## src/rtl/sparam_sweep_seq.sv

```systemverilog
// N-port S-parameter sweep sequencer. It steps through frequency points and source ports,
// settles, averages receiver samples and streams one result per (freq, src, rcv) triple.
module sparam_sweep_seq #(
    parameter int unsigned NPORTS   = 4,
    parameter int unsigned NFREQ    = 16,
    parameter int unsigned SETTLE   = 8,
    parameter int unsigned AVG_LOG2 = 2,
    parameter int unsigned DW       = 12,
    localparam int unsigned FW      = (NFREQ > 1) ? $clog2(NFREQ) : 1,
    localparam int unsigned PW      = $clog2(NPORTS)
) (
    input  logic                 clk,
    input  logic                 rst,
    input  logic                 start_i,
    input  logic                 abort_i,
    output logic                 busy_o,
    output logic                 done_o,
    output logic [FW-1:0]        freq_idx_o,
    output logic [NPORTS-1:0]    src_sel_o,
    input  logic                 smp_valid_i,
    input  logic [NPORTS*DW-1:0] smp_data_i,
    output logic                 res_valid_o,
    input  logic                 res_ready_i,
    output logic [DW-1:0]        res_data_o,
    output logic [PW-1:0]        res_src_o,
    output logic [PW-1:0]        res_rcv_o,
    output logic [FW-1:0]        res_freq_o
);

    localparam int unsigned AW   = DW + AVG_LOG2;
    localparam int unsigned NSMP = 1 << AVG_LOG2;
    localparam int unsigned CW   = AVG_LOG2 + 1;
    localparam int unsigned SW   = (SETTLE > 1) ? $clog2(SETTLE) : 1;

    typedef enum logic [1:0] {
        ST_IDLE,
        ST_SETTLE,
        ST_ACQ,
        ST_EMIT
    } state_e;

    state_e              state_q, state_d;
    logic [SW-1:0]       settle_q, settle_d;
    logic [CW-1:0]       smp_cnt_q, smp_cnt_d;
    logic [FW-1:0]       freq_q, freq_d;
    logic [PW-1:0]       src_q, src_d;
    logic [PW-1:0]       rcv_q, rcv_d;
    logic [AW-1:0]       acc_q [NPORTS];
    logic [AW-1:0]       acc_d [NPORTS];
    logic                busy_q, busy_d;
    logic                done_q, done_d;
    logic [NPORTS-1:0]   src_sel_q, src_sel_d;
    logic                res_valid_q, res_valid_d;
    logic [DW-1:0]       res_data_q, res_data_d;
    logic [PW-1:0]       res_src_q, res_src_d;
    logic [PW-1:0]       res_rcv_q, res_rcv_d;
    logic [FW-1:0]       res_freq_q, res_freq_d;

    // Sweep sequencing: next-state and next-output computation
    always_comb begin
        state_d    = state_q;
        settle_d   = settle_q;
        smp_cnt_d  = smp_cnt_q;
        freq_d     = freq_q;
        src_d      = src_q;
        rcv_d      = rcv_q;
        acc_d      = acc_q;
        done_d     = 1'b0;
        res_data_d = res_data_q;
        res_src_d  = res_src_q;
        res_rcv_d  = res_rcv_q;
        res_freq_d = res_freq_q;

        unique case (state_q)
            ST_IDLE: begin
                if (start_i) begin
                    state_d  = ST_SETTLE;
                    freq_d   = '0;
                    src_d    = '0;
                    rcv_d    = '0;
                    settle_d = SW'(SETTLE - 1);
                end
            end
            ST_SETTLE: begin
                if (settle_q == '0) begin
                    state_d   = ST_ACQ;
                    smp_cnt_d = '0;
                    for (int k = 0; k < int'(NPORTS); k++) begin
                        acc_d[k] = '0;
                    end
                end else begin
                    settle_d = settle_q - 1'b1;
                end
            end
            ST_ACQ: begin
                if (smp_valid_i) begin
                    for (int k = 0; k < int'(NPORTS); k++) begin
                        acc_d[k] = acc_q[k] + AW'(smp_data_i[k*DW +: DW]);
                    end
                    if (smp_cnt_q == CW'(NSMP - 1)) begin
                        state_d = ST_EMIT;
                        rcv_d   = '0;
                    end else begin
                        smp_cnt_d = smp_cnt_q + 1'b1;
                    end
                end
            end
            ST_EMIT: begin
                if (res_ready_i) begin
                    if (rcv_q != PW'(NPORTS - 1)) begin
                        rcv_d = rcv_q + 1'b1;
                    end else begin
                        state_d  = ST_SETTLE;
                        settle_d = SW'(SETTLE - 1);
                        if (src_q != PW'(NPORTS - 1)) begin
                            src_d = src_q + 1'b1;
                        end else if (freq_q != FW'(NFREQ - 1)) begin
                            freq_d = freq_q + 1'b1;
                            src_d  = '0;
                        end else begin
                            state_d = ST_IDLE;
                            done_d  = 1'b1;
                        end
                    end
                end
            end
            default: state_d = ST_IDLE;
        endcase

        // Abort drops the sweep and any pending result, without a done pulse
        if (abort_i) begin
            state_d = ST_IDLE;
            done_d  = 1'b0;
        end

        busy_d      = (state_d != ST_IDLE);
        src_sel_d   = busy_d ? (NPORTS'(1) << src_d) : '0;
        res_valid_d = (state_d == ST_EMIT);

        // Result fields are loaded from the next-state view so the first result
        // includes the final sample and back-to-back transfers need no bubble
        if (state_d == ST_EMIT) begin
            res_data_d = DW'(acc_d[rcv_d] >> AVG_LOG2);
            res_src_d  = src_d;
            res_rcv_d  = rcv_d;
            res_freq_d = freq_d;
        end
    end

    always_ff @(posedge clk) begin
        if (rst) begin
            state_q     <= ST_IDLE;
            settle_q    <= '0;
            smp_cnt_q   <= '0;
            freq_q      <= '0;
            src_q       <= '0;
            rcv_q       <= '0;
            for (int k = 0; k < int'(NPORTS); k++) begin
                acc_q[k] <= '0;
            end
            busy_q      <= 1'b0;
            done_q      <= 1'b0;
            src_sel_q   <= '0;
            res_valid_q <= 1'b0;
            res_data_q  <= '0;
            res_src_q   <= '0;
            res_rcv_q   <= '0;
            res_freq_q  <= '0;
        end else begin
            state_q     <= state_d;
            settle_q    <= settle_d;
            smp_cnt_q   <= smp_cnt_d;
            freq_q      <= freq_d;
            src_q       <= src_d;
            rcv_q       <= rcv_d;
            acc_q       <= acc_d;
            busy_q      <= busy_d;
            done_q      <= done_d;
            src_sel_q   <= src_sel_d;
            res_valid_q <= res_valid_d;
            res_data_q  <= res_data_d;
            res_src_q   <= res_src_d;
            res_rcv_q   <= res_rcv_d;
            res_freq_q  <= res_freq_d;
        end
    end

    assign busy_o      = busy_q;
    assign done_o      = done_q;
    assign freq_idx_o  = freq_q;
    assign src_sel_o   = src_sel_q;
    assign res_valid_o = res_valid_q;
    assign res_data_o  = res_data_q;
    assign res_src_o   = res_src_q;
    assign res_rcv_o   = res_rcv_q;
    assign res_freq_o  = res_freq_q;

endmodule

```

## config.mk

```make
export PLATFORM = sky130hd
export DESIGN_NAME = sparam_sweep_seq
export DESIGN_NICKNAME = d
export VERILOG_FILES = /design/src/rtl/sparam_sweep_seq.sv
export SDC_FILE = /design/constraint.sdc
export NUM_CORES = 1
export LEC_CHECK = 0
export CAP_MARGIN = 10
export CORE_UTILIZATION = 61
export CTS_CLUSTER_SIZE = 30
export DETAILED_ROUTE_END_ITERATION = 12
export HOLD_SLACK_MARGIN = 0.02
export PLACE_DENSITY_LB_ADDON = 0.08
export SYNTH_ARGS = -nofsm -noshare
export SYNTH_HDL_FRONTEND = slang
export SYNTH_SLANG_ARGS = --single-unit
```

## constraint.sdc

```tcl
create_clock -name clk -period 5.48 [get_ports clk]
set_input_delay 0.548 -clock clk [delete_from_list [all_inputs] [get_ports clk]]
set_output_delay 0.548 -clock clk [all_outputs]
set_load 0.05 [all_outputs]
```

==> results of run 1 <==
[critical path, cell delays in order, from the launching register on]
cell and delay [ps]:
dfxtp_1 460, inv_1 100, ha_1 490, and2_1 400, a21o_1 650, buf_4 480, a22oi_1 200, mux4_2 500
a22oi_1 190
[kinds of logic after synthesis]
kind of cell,count (synthesis),share of synthesized area (%)
adders and majority gates,62,12.3
buffers and inverters,63,4.03
AOI/OAI and AO/OA,252,27.4
and+or+nand+nor,267,19.2
muxes,14,2.57
xor gates and xnor gates,30,4.03
DFF,99,30.4
[cells in the mapped netlist (17+ instances only)]
| cell type | number |
|---|---|
| nor2_1 | 118 |
| dfxtp_1 | 99 |
| ha_1 | 58 |
| a21oi_1 | 50 |
| nand2_1 | 50 |
| a22oi_1 | 37 |
| o21ai_0 | 35 |
| inv_1 | 26 |
| a211oi_1 | 21 |
| nor2b_1 | 19 |
| buf_2 | 17 |
| clkbuf_1 | 17 |
| nand2b_1 | 17 |
| xnor2_1 | 17 |
[sequential cells by signal, summed over array words and instances, names as in the netlist]
register	cells
rcv_q	2
res_rcv_o	2
res_valid_o	1
smp_cnt_q	3
state_q	2
res_data_o	12
settle_q	3
done_o	1
busy_o	1
res_src_o	2
freq_idx_o	4
src_q	2
src_sel_o	4
res_freq_o	4
acc_q	56
[worst max path at each step]
| stage | endpoint | slack, ps | cells past startpoint | startpoint |
|---|---|---|---|---|
| after floorplan | res_data_o[10] | 2640 | 10 | smp_data_i[24] |
| after global placement | res_data_o[1] | 2010 | 7 | smp_valid_i |
| after detailed placement | res_data_o[1] | 1930 | 7 | smp_valid_i |
| after CTS | res_data_o[1] | 1970 | 8 | state_q[0] |
| after global routing | res_data_o[1] | 1670 | 8 | state_q[0] |
| final | res_data_o[1] | 1900 | 8 | state_q[0] |
[power breakdown]
group	total (mW)	switching, mW	internal, mW
sequential	0.727	0.00319	0.724
combinational	0.173	0.0965	0.0761
clock	0.478	0.299	0.179
[metal layers]
metal	wire length [um]	global-route usage [%]
met2	8040	52.6
met3	1230	5.32
met4	514	14.1
met1	7760	43.0
met5	13	0
[metrics by stage]
step	utilization [%]	hold WS [ps]	instances
after global routing	73.3	495	990
final	73.3	475	990
after global placement	71.4	445	974
after detailed placement	71.4	457	974
after CTS	73.3	473	990
after floorplan	-	435	787
[cell type report]
cell class                      count  share of cell area (%)
Inverter                           26                    1.28
Timing Repair Buffer               88                    11.4
Clock buffer                        9                    1.63
Sequential cell                    99                    26.1
Clock inverter                      7                   0.939
Tap cell                          136                    2.24
Multi-Input combinational cell    625                    56.4
==> flow_metrics.env, run 1 <==
export IMPL_drt_iter0_markers=400
export IMPL_multi_input_area_um2=4290
export IMPL_hpwl_mm=13.0
export IMPL_place_area_um2=7400
export IMPL_synth_warnings=0
export IMPL_cts_max_level=3
export IMPL_cap_violations=0
export IMPL_pre_cts_slack_ps=1930
export IMPL_timing_fmax_ghz=0.279
export IMPL_dr_total_vias=6338
export IMPL_syn_num_nets=903
export IMPL_nNetsFinal=965
export IMPL_start_util_pct=62.9
export IMPL_powerDensity_nw_per_um2=181
export IMPL_async_flop_share_pct=0
export IMPL_reg2reg_depth=8
export IMPL_clock_latency_ps=380
export IMPL_grtUsageTotal_pct=32.6
export IMPL_worstReg2RegEnd="res_data_o[1]"
export IMPL_cts_buffers=9
export IMPL_via_per_inst=6.40
export IMPL_cts_tree="yes"
export IMPL_finalSetupTns_ps=0
export IMPL_min_from="settle_q[2]"
export IMPL_seq_area_um2=1980
export IMPL_finalCriticalPeriod_ps=3580
export IMPL_gp_congestion=0.960
export IMPL_synth_cell_area_um2=6530
export IMPL_cts_resized=0
export IMPL_ys_top_cells_by_area="dfxtp_1, ha_1, nor2_1, a22oi_1, a21oi_1"
export IMPL_rsz0062_at_grt="no"
export IMPL_required_ps=5790
export IMPL_most_common_layout_cells="nor2_1, dfxtp_1, clkdlybuf4s50_1, ha_1"
export IMPL_setup_worst_path_class="reg2reg"
export IMPL_antenna_found_initial=1
export IMPL_syn_area_per_cell_um2=8.29
export IMPL_ios=85
export IMPL_final_common_cell="nor2_1"
export IMPL_synth_top_area_cell="dfxtp_1"
export IMPL_crit_fanout=34
export IMPL_grt_pass1_wl_mm=29.0
export IMPL_max_slew_margin_pct=30.1
export IMPL_finalCritPeriodShare_pct=65.3
export IMPL_drc_errors=0
export IMPL_dieArea_um2=11100
export IMPL_fp_dieW_um=105
export IMPL_totalPowerFinal_mw=1.38
export IMPL_antenna_cells=0
export IMPL_ys_types=75
export IMPL_hold_buffers=0
export IMPL_hold_path_end="settle_q[2]"
export IMPL_clock_sinks=99
export IMPL_n_fill_cell=806
export IMPL_power_leakage_nw=3.11
export IMPL_final_area_um2=7600
export IMPL_cts_setup_buffers=0
export IMPL_die_h_um=105
export IMPL_r2r_start="state_q[0]"
export IMPL_report_final_setup_viol=0
export IMPL_io_buffer_count=84
export IMPL_clock_path_buffers=2
export IMPL_syn_inst=787
export IMPL_yosys_most_used_dff="dfxtp_1"
export IMPL_rrSetupSlack_ps=1900
export IMPL_grt_max_degree=62
export IMPL_finalHoldViolations=0
export IMPL_holdCritPathClass="reg2reg"
export IMPL_path_clk_slew_ps=110
export IMPL_fin_ws_ps=1900
export IMPL_status="completed"
export IMPL_ys_seq_area_share_pct=30.4
export IMPL_drt_pass1_iterations=5
export IMPL_holdPathStages=2
export IMPL_fin_skew_ps=14.7
export IMPL_crit_path_end_kind="flip-flop"
export IMPL_clockRootBuffer="clkbuf_8"
export IMPL_gr_total_overflow=0
export IMPL_core_um2=10400
export IMPL_yosys_register_bits=99
export IMPL_rows=37
export IMPL_synth_top_area_share_pct=30.4
export IMPL_layout_drive_gt1_share_pct=5.15
export IMPL_slew_viol_final=0
export IMPL_peakVddDrop_mv=0.126
export IMPL_worst_ep_arrival_time_ps=3890
export IMPL_critPathLaunchType="flip-flop"
export IMPL_synth_edff_count=0
export IMPL_wl_per_cell_um=17.7
export IMPL_detail_route_antenna_nets=0
export IMPL_tightest_slew_ps=1040
export IMPL_area_delta_synth_final_pct=16.5
export IMPL_wl_mm=17.6
export IMPL_grt_pass1_vias=6108
No activity file was read; power rests on OpenSTA's default activity.
==> run 2: changes to the inputs <==
CORE_UTILIZATION = 51   (was 61)
clock period = 3.2 ns   (was 5.48 ns; I/O delays follow)
==> run 2 against run 1 <==
Compared with the run above:
- routed wire length rose by 2.2%
- utilization fell by 8.3 points
- maximum frequency rose by 24%
- sequential share of layout area fell by 1.2 points
- worst hold slack got worse by 68 ps
- flip-flop and latch count did not move
- power rose by 100%
- register-to-register slack got worse by 1600 ps
- critical endpoint is now res_data_o[0]
- largest cell class unchanged
- highest routed layer is now met4
==> flow_metrics.env, run 2 (synthesis results as in run 1) <==
export IMPL_status="completed"
export IMPL_clock_latency_ps=350
export IMPL_cap_violations=0
export IMPL_report_final_setup_viol=0
export IMPL_via_per_inst=5.94
export IMPL_clockRootBuffer="clkbuf_16"
export IMPL_swShare_pct=24.7
export IMPL_io_buffer_count=84
export IMPL_place_area_um2=7640
export IMPL_finalCritPeriodShare_pct=90.5
export IMPL_clkPwrFrac_pct=43.6
export IMPL_p_comb_share_pct=11.2
export IMPL_dieArea_um2=13300
export IMPL_timing_fmax_ghz=0.345
export IMPL_finalCriticalPeriod_ps=2900
export IMPL_cts_setup_buffers=0
export IMPL_crit_path_end_kind="flip-flop"
export IMPL_path_clk_slew_ps=70
export IMPL_holdCritPathClass="in2reg"
export IMPL_rows=40
export IMPL_required_ps=3420
export IMPL_area_delta_synth_final_pct=22.1
export IMPL_ios=85
export IMPL_power_leakage_nw=3.30
export IMPL_regMostFlops="acc_q"
export IMPL_worst_ep_arrival_time_ps=3110
export IMPL_crit_fanout=35
export IMPL_clock_sinks=99
export IMPL_wl_mm=18.0
export IMPL_core_um2=12300
export IMPL_grt_pass1_wl_mm=28.5
export IMPL_cts_max_level=3
export IMPL_hold_buffers=0
export IMPL_cts_buffers=9
export IMPL_whs_ps=407
export IMPL_critPathLaunchType="flip-flop"
export IMPL_largest_reg_flops=56
export IMPL_final_common_cell="nor2_1"
export IMPL_powerDensity_nw_per_um2=345
export IMPL_start_util_pct=53.2
export IMPL_pre_cts_slack_ps=-25.2
export IMPL_die_h_um=115
export IMPL_finalHoldViolations=0
export IMPL_fp_dieW_um=115
export IMPL_p_int_mw=2.07
export IMPL_antenna_found_initial=0
export IMPL_detail_route_antenna_nets=0
export IMPL_peakVddDrop_mv=0.206
export IMPL_final_area_um2=7970
export IMPL_totalPowerFinal_mw=2.75
export IMPL_max_slew_margin_pct=47.4
export IMPL_rsz0062_at_grt="no"
export IMPL_setup_worst_path_class="reg2reg"
export IMPL_p_seq_share_pct=45.3
export IMPL_cts_tree="yes"
export IMPL_clock_path_buffers=2
export IMPL_nNetsFinal=988
export IMPL_drc_errors=0
export IMPL_gr_total_overflow=0
export IMPL_wl_per_cell_um=17.2
export IMPL_layout_drive_gt1_share_pct=7.64
export IMPL_gp_congestion=0.899
export IMPL_fin_util_pct=65.0
export IMPL_cts_resized=0
export IMPL_antenna_cells=0
export IMPL_fin_ws_ps=305
export IMPL_drt_pass1_iterations=5
export IMPL_grt_pass1_vias=5896
export IMPL_p_switching_uw=680
export IMPL_slew_viol_final=0
export IMPL_drt_iter0_markers=416
export IMPL_tightest_slew_ps=780
export IMPL_grtUsageTotal_pct=27.8
export IMPL_dr_total_vias=6209
export IMPL_fin_skew_ps=8.45
export IMPL_hpwl_mm=13.6
export IMPL_most_common_layout_cells="nor2_1, dfxtp_1, clkdlybuf4s50_1, ha_1"
export IMPL_grt_max_degree=68
[run 2: worst max-delay path, cell delays in order, from the launching register on]
cell      delay, ps
dfxtp_1         460
inv_1           110
ha_1            320
and2_1          240
buf_4           170
a21o_1          220
buf_12          180
a22oi_1         310
nand2_1          80
and3_1          180
a21oi_1         340
a211oi_1        130
[run 2: power groups by stage]
stage	logic, mW	clock network (mW)	registers [mW]
floorplan	0.167	0	1.28
global placement	0.292	0	1.27
detailed placement	0.301	0	1.27
CTS	0.304	1.22	1.24
global route	0.333	1.28	1.24
finish	0.307	1.20	1.24
[run 2: metrics by stage]
step	TNS [ps]	std cells
finish	0	1045
global placement	0	1029
floorplan	0	787
detailed placement	-25.2	1029
global route	0	1045
CTS	0	1045
[run 2: layout make-up]
type                       count  area [um2]
fill                        1094        4300
multi-input combinational    625        4290
sequential                    99        1980
timing repair buffer         111        1060
clock buffer                   9         225
tap                          168         210
clock inverter                 7         100
inverter                      26        97.6
[run 2: path summary, 6_finish.rpt]
check | start | end | slack (ps) | cells past startpoint
max reg2reg | state_q[0] | res_data_o[0] | 300 | 11
min reg2reg | settle_q[2] | settle_q[2] | 470 | 2
max | state_q[0] | res_data_o[0] | 300 | 11
min | rst | res_freq_o[2] | 410 | 2
[run 2: per-layer routing]
layer,vias up,wire length [um],global-route usage [%]
met2,224,8260,47.1
li1,3060,-,-
met5,-,0,0
met4,0,313,9.61
met3,26,1180,3.64
met1,2899,8200,36.4
==> run 3: changes to the inputs <==
TNS_END_PERCENT = 20   (was default)
==> results of run 3 <==
Same layout as run 2: the final DEF is identical, and so are final timing and power.
==> edit 1: new RTL, flow settings as in run 2 <==
Re-encode `state_e` (4 states) as one-hot, 4 bits wide.
--- a/src/rtl/sparam_sweep_seq.sv
+++ b/src/rtl/sparam_sweep_seq.sv
@@ -33,9 +33,9 @@
     localparam int unsigned SW   = (SETTLE > 1) ? $clog2(SETTLE) : 1;
 
-    typedef enum logic [1:0] {
-        ST_IDLE,
-        ST_SETTLE,
-        ST_ACQ,
-        ST_EMIT
+    typedef enum logic [3:0] {
+        ST_IDLE   = 4'b0001,
+        ST_SETTLE = 4'b0010,
+        ST_ACQ    = 4'b0100,
+        ST_EMIT   = 4'b1000
     } state_e;
 
Formal check against the unedited RTL: same outputs for any inputs over 10 cycles, from zero or initial values and one cycle with rst high; not proved beyond that.
==> edit 1 against run 2 <==
Synthesized cell count rose by 6.1%; utilization decreased by 0.93 points; setup slack gained 0.036 ns; register-to-register slack improved by 0.06 ns; count of clock-buffer cells in the layout did not move; cell area rose by 3.1%; power grew 2.6%; synthesized area rose by 4.2%; sequential cell count grew 2; wire length rose by 6.7%.
==> edit 1: results (changes against run 2) <==
STA
  – Final Hold Fails: 0 (unchanged)
  – Slew headroom: 34.1% (-13 points)
  – Worst Skew: 0.00900 ns (+0.000549 ns)
  – Crit share post-route: 89.4% (-1.1 points)
  – Final Hold Slack: 0.456 ns (+0.0493 ns)
  – Setup TNS: 0 ns (unchanged)

Yosys
  – Synth unique cells: 74 (-1.3%)
  – Register area share after synthesis: 29.7% (-0.63 points)
  – Ys Warns: 0 (unchanged)
  – Ys async rst share: 0% (unchanged)
  – Area contributors post-synth: dfxtp_1, ha_1, nor2_1
  – Most frequent cells after synthesis: nor2_1, dfxtp_1, a21oi_1, nand2_1, ha_1
  – Post-Syn Nets: 947 (+4.9%)

Worst setup path
  – Reg2reg path depth: 8 (-3)
  – CP top delay family: compound AO/OA/AOI/OAI gates
  – CP arrival: 3.12 ns (about the same)
  – Max FO, Critical Path: 3 (-91%)
  – R2r setup slk: 0.36 ns (+0.06 ns)
  – Critical path's slowest cell: clkdlybuf4s50_1
  – Worst path max stage delay: 0.46 ns (about the same)

Place
  – Area post-placement: 0.00787 mm^2 (+2.9%)
  – Setup slack at placement: -0.0119 ns (+0.0133 ns)
  – Routability congestion estimate: 0.952 (+5.9%)
  – DP HPWL: 14,100 um (+4.4%)
  – PortBufs: 84 (unchanged)

CTS
  – Total CTS buffers: 9 (unchanged)
  – H-tree depth: 3 (unchanged)
  – CTS resizes: 0 (unchanged)
  – CTS Root Buffer Type: clkbuf_16
  – Clock Pin Slew Worst Setup and Hold Paths: 0.07 ns (about the same)
  – Clk buf depth: 2 (unchanged)
  – Clk Latency, worst-skew pair: 0.36 ns
  – Setup Buffers After CTS: 0 (unchanged)

Min path
  – Hold Path Class: register to register
  – Hold Crit Depth: 2 (unchanged)

Final layout
  – Share of layout cells above drive strength 1: 7.25% (-0.39 points)
  – Most flops, register: acc_q
  – Final nets: 1,031 (+4.4%)
  – Flip-flop count of the largest register after layout: 56 (unchanged)
  – N_diodes: 0 (unchanged)

Global route
  – Vias in the first global route: 6,412 (+8.8%)
  – Pin count of the biggest net entering global routing: 51 (-25%)
  – Gr usage total: 28.3% (+0.50 points)
  – Global-route wire length before repair: 31,700 um (+11%)
  – Initial antenna violation count: 0 (unchanged)

Detailed routing
  – WL per Instance: 17.5 um (+1.7%)
  – DRC violations left: 0 (unchanged)
  – 1st-iter DRT viols: 542 (+30%)
  – Pre-antenna DRT Iters: 5 (unchanged)
  – Vias/cell: 6.11 (+2.8%)

Outcome
  – Status: finished clean

Power
  – Peak supply drop: 0.000313 V (+52%)
  – Pleak: 3.26 nW (-1.4%)

Flow run
  – Max_cap viols: 0 (unchanged)
[edit 1: cell types whose count changed after synthesis, moves of 6 or more]
cell / change
nand2b_1: -10
a21o_1: +10
nand2_1: +11
a22oi_1: -6
nand3_1: +7
o21a_1: -6
nor3_1: +17
a21oi_1: +11
a311oi_1: +8
nor2b_1: -9
[edit 1: metal layers]
metal	GRT usage, %	vias up	share of wire (%)
met5	0	-	0
met4	8.17	0	2.1
met3	5.18	27	6.2
met2	47.8	227	47
met1	36.7	3182	45
li1	-	3260	-
[edit 1: per-stage QoR]
stage	cells	total power [mW]
final	1096	2.82
after CTS	1096	2.84
after floorplan	835	1.45
after detailed placement	1080	1.56
after global placement	1080	1.55
after global routing	1096	2.91
[edit 1: path summary, 6_finish.rpt]
path                         startpoint                     endpoint
max reg2reg       state_q[3]$_SDFF_PP0_  res_data_o[10]$_SDFFE_PP0P_
min          res_data_o[0]$_SDFFE_PP0P_   res_data_o[0]$_SDFFE_PP0P_
max                      smp_data_i[36]   res_data_o[8]$_SDFFE_PP0P_
min reg2reg  res_data_o[0]$_SDFFE_PP0P_   res_data_o[0]$_SDFFE_PP0P_
[edit 1: area by class of cell]
class,count,area (um^2)
repair buffers,115,1080
clock buffers,9,225
inverters,26,97.6
clock inverters,7,121
well taps,172,215
fillers,1155,4610
flip-flops and latches,101,2020
multi-input cells,666,4450
[edit 1: cell families (layout without fill, tap and decap cells)]
kind of cell,after synthesis,after routing,share of synthesized area (%)
and+or+nand+nor,302,302,21.5
adders and majority gates,58,58,11.1
DFF,101,101,29.7
xor gates and xnor gates,30,30,3.87
muxes,9,9,1.34
AOI/OAI and AO/OA,267,267,27.6
buffers and inverters,68,157,4.80
[edit 1: worst min-delay path, cell delays in order (launching register included)]
cell,delay [ns]
dfxtp_1,0.31
nand2_1,0.05
a21oi_1,0.05
[edit 1: power breakdown]
part	switching (mW)	internal [mW]	leakage [nW]
clock	0.517	0.770	0.170
sequential	0.00627	1.26	0.815
combinational	0.137	0.126	2.27
==> edit 2: new RTL, flow settings as in run 2 <==
Made on the original files. Set the parameter `SETTLE` to 4 (it was 8).
--- a/src/rtl/sparam_sweep_seq.sv
+++ b/src/rtl/sparam_sweep_seq.sv
@@ -4,5 +4,5 @@
     parameter int unsigned NPORTS   = 4,
     parameter int unsigned NFREQ    = 16,
-    parameter int unsigned SETTLE   = 8,
+    parameter int unsigned SETTLE   = 4,
     parameter int unsigned AVG_LOG2 = 2,
     parameter int unsigned DW       = 12,
Function: changed (Yosys sat finds a counterexample within 10 cycles, from zero or initial values and one cycle with rst high).
==> edit 2 against run 2 <==
Cell count rose by 1.6%; sequential cell count fell by 1; clock skew fell by 0.0021 ns; utilization rose by 0.28 points; setup slack got worse by 0.068 ns; fmax fell by 2.3%; cell area fell by 0.39%; synthesized area fell by 1.0%; worst hold slack got worse by 0.0015 ns; wire length rose by 2.9%; combinational power rose by 21%; power fell by 3.5%; largest cell class unchanged.
==> edit 2: results (changes against run 2) <==
Worst setup path
  – Max FO, Critical Path: 13 (-63%)
  – CP arrival: 3.18 ns (+0.07 ns)
  – Critical path launch point: state_q[0]$_SDFF_PP0_

Outcome
  – Status: finished clean

Yosys
  – Most frequent cells after synthesis: nor2_1, dfxtp_1, ha_1
  – Ys async rst share: 0% (unchanged)
  – Register area share after synthesis: 30.4% (about the same)
  – Syn Area/Cell: 8.13 um^2 (-1.9%)
  – Post-Syn Nets: 909 (+0.66%)
  – Area contributors post-synth: dfxtp_1, ha_1, nor2_1
  – Ys Warns: 0 (unchanged)
  – Synth unique cells: 77 (+2.7%)

Place
  – PortBufs: 84 (unchanged)
  – Routability congestion estimate: 0.898 (about the same)
  – DP HPWL: 13,900 um (+2.9%)
  – Placed instance count: 1,046 (+1.7%)

STA
  – Worst Skew: 0.00637 ns (-0.00207 ns)
  – Worst-margin pin slew: 0.675 ns (-0.105 ns)

Final layout
  – Flip-flop count of the largest register after layout: 56 (unchanged)
  – Most flops, register: acc_q
  – Fillers: 1,079 (-1.4%)
  – Share of layout cells above drive strength 1: 7.94% (+0.30 points)
  – Final nets: 1,004 (+1.6%)

Global route
  – Gr usage total: 29.7% (+1.9 points)
  – Vias in the first global route: 6,232 (+5.7%)
  – Global-route wire length before repair: 30,300 um (+6.2%)
  – Pin count of the biggest net entering global routing: 58 (-15%)

Detailed routing
  – Post-Route WL: 18,500 um (+2.9%)
  – Pre-antenna DRT Iters: 5 (unchanged)
  – WL per Instance: 17.4 um (+1.2%)
  – 1st-iter DRT viols: 421 (+1.2%)
  – Vias/cell: 6.10 (+2.7%)

CTS
  – Clock Pin Slew Worst Setup and Hold Paths: 0.07 ns (about the same)
  – Setup Buffers After CTS: 0 (unchanged)
  – Total CTS buffers: 9 (unchanged)
  – H-tree depth: 3 (unchanged)

Min path
  – Hold Startpoint: rst
  – Hold Path Class: input pin to register

Power
  – Peak supply drop: 0.000199 V (-3.2%)
  – Pleak: 3.24 nW (-1.7%)
## edit 2: cell types whose count changed after synthesis, sizes merged, moves of 5 or more
cell	run 2	this run
nand3	8	25
and2	5	20
nor2b	20	5
buf	19	10
a22oi	38	31
a31oi	3	10
nor2	118	111
o21ai	39	46
nand2b	17	11
nand4	2	8
a311oi	1	6
clkbuf	18	23
mux2i	10	5
nand2	50	55
## edit 2: metal layers
metal  vias up  GRT usage (%)  wire length, um
li1       3154              -                -
met1      3056           39.7             8400
met2       234           47.8             8390
met3        35           4.29             1250
met4         0           12.3              433
met5         -              0                0
## edit 2: timing repair
action                                  in CTS  in global routing
endpoints found under the setup margin       0                  1
hold buffers                                 0                  0
gates resized for setup                      0                  1
## edit 2: critical path, stage by stage, from the launching register on
cell and delay, ns:
dfxtp_1 0.46, inv_1 0.12, ha_1 0.43, and2_0 0.45, o21ai_4 0.24, buf_4 0.25
buf_4 0.19, a22oi_1 0.38, nand2_1 0.09, o21ai_0 0.10, a221oi_1 0.10
## edit 2: path summary, 6_finish.rpt
path	end	slack [ns]	cells after the start
max reg2reg	res_data_o[7]$_SDFFE_PP0P_	0.24	10
min	smp_cnt_q[2]$_SDFFE_PP0P_	0.41	2
min reg2reg	smp_cnt_q[1]$_SDFFE_PP0P_	0.48	2
max	res_data_o[7]$_SDFFE_PP0P_	0.24	10
## edit 2: power by group
part | internal (mW) | switching [mW] | leakage, nW
Combinational | 0.159 | 0.212 | 2.32
Sequential | 1.23 | 0.0100 | 0.791
Clock | 0.534 | 0.505 | 0.137
Total | 1.93 | 0.727 | 3.24
## edit 2: cells by family (layout without fill, tap and decap cells)
group | Yosys count | after routing | synth area share (%)
mux | 8 | 8 | 1.47
xor+xnor | 22 | 22 | 2.98
simple gates | 285 | 285 | 21.0
fa+ha+maj | 61 | 61 | 12.3
compound gates | 262 | 262 | 28.3
buf+inv | 58 | 158 | 3.54
flops | 98 | 98 | 30.4
## edit 2: cell type report
cell class                 count  area, um^2  area share [%]
tap                          168         210            2.65
timing repair buffer         117        1100            13.8
clock inverter                 7        55.1           0.694
multi-input combinational    638        4290            54.1
clock buffer                   9         225            2.84
sequential                    98        1960            24.7
inverter                      25        93.8            1.18
## edit 2: per-stage QoR
| step | instance area (um^2) | worst slack (ns) | total power, mW |
|---|---|---|---|
| 2_1_floorplan | 6460 | 0.321 | 1.48 |
| 3_3_place_gp | 7650 | -0.165 | 1.63 |
| 3_5_place_dp | 7650 | -0.263 | 1.64 |
| 4_1_cts | 7930 | 0.0912 | 2.67 |
| 5_1_grt | 7940 | 0.0241 | 2.76 |
| 6_report | 7940 | 0.237 | 2.65 |
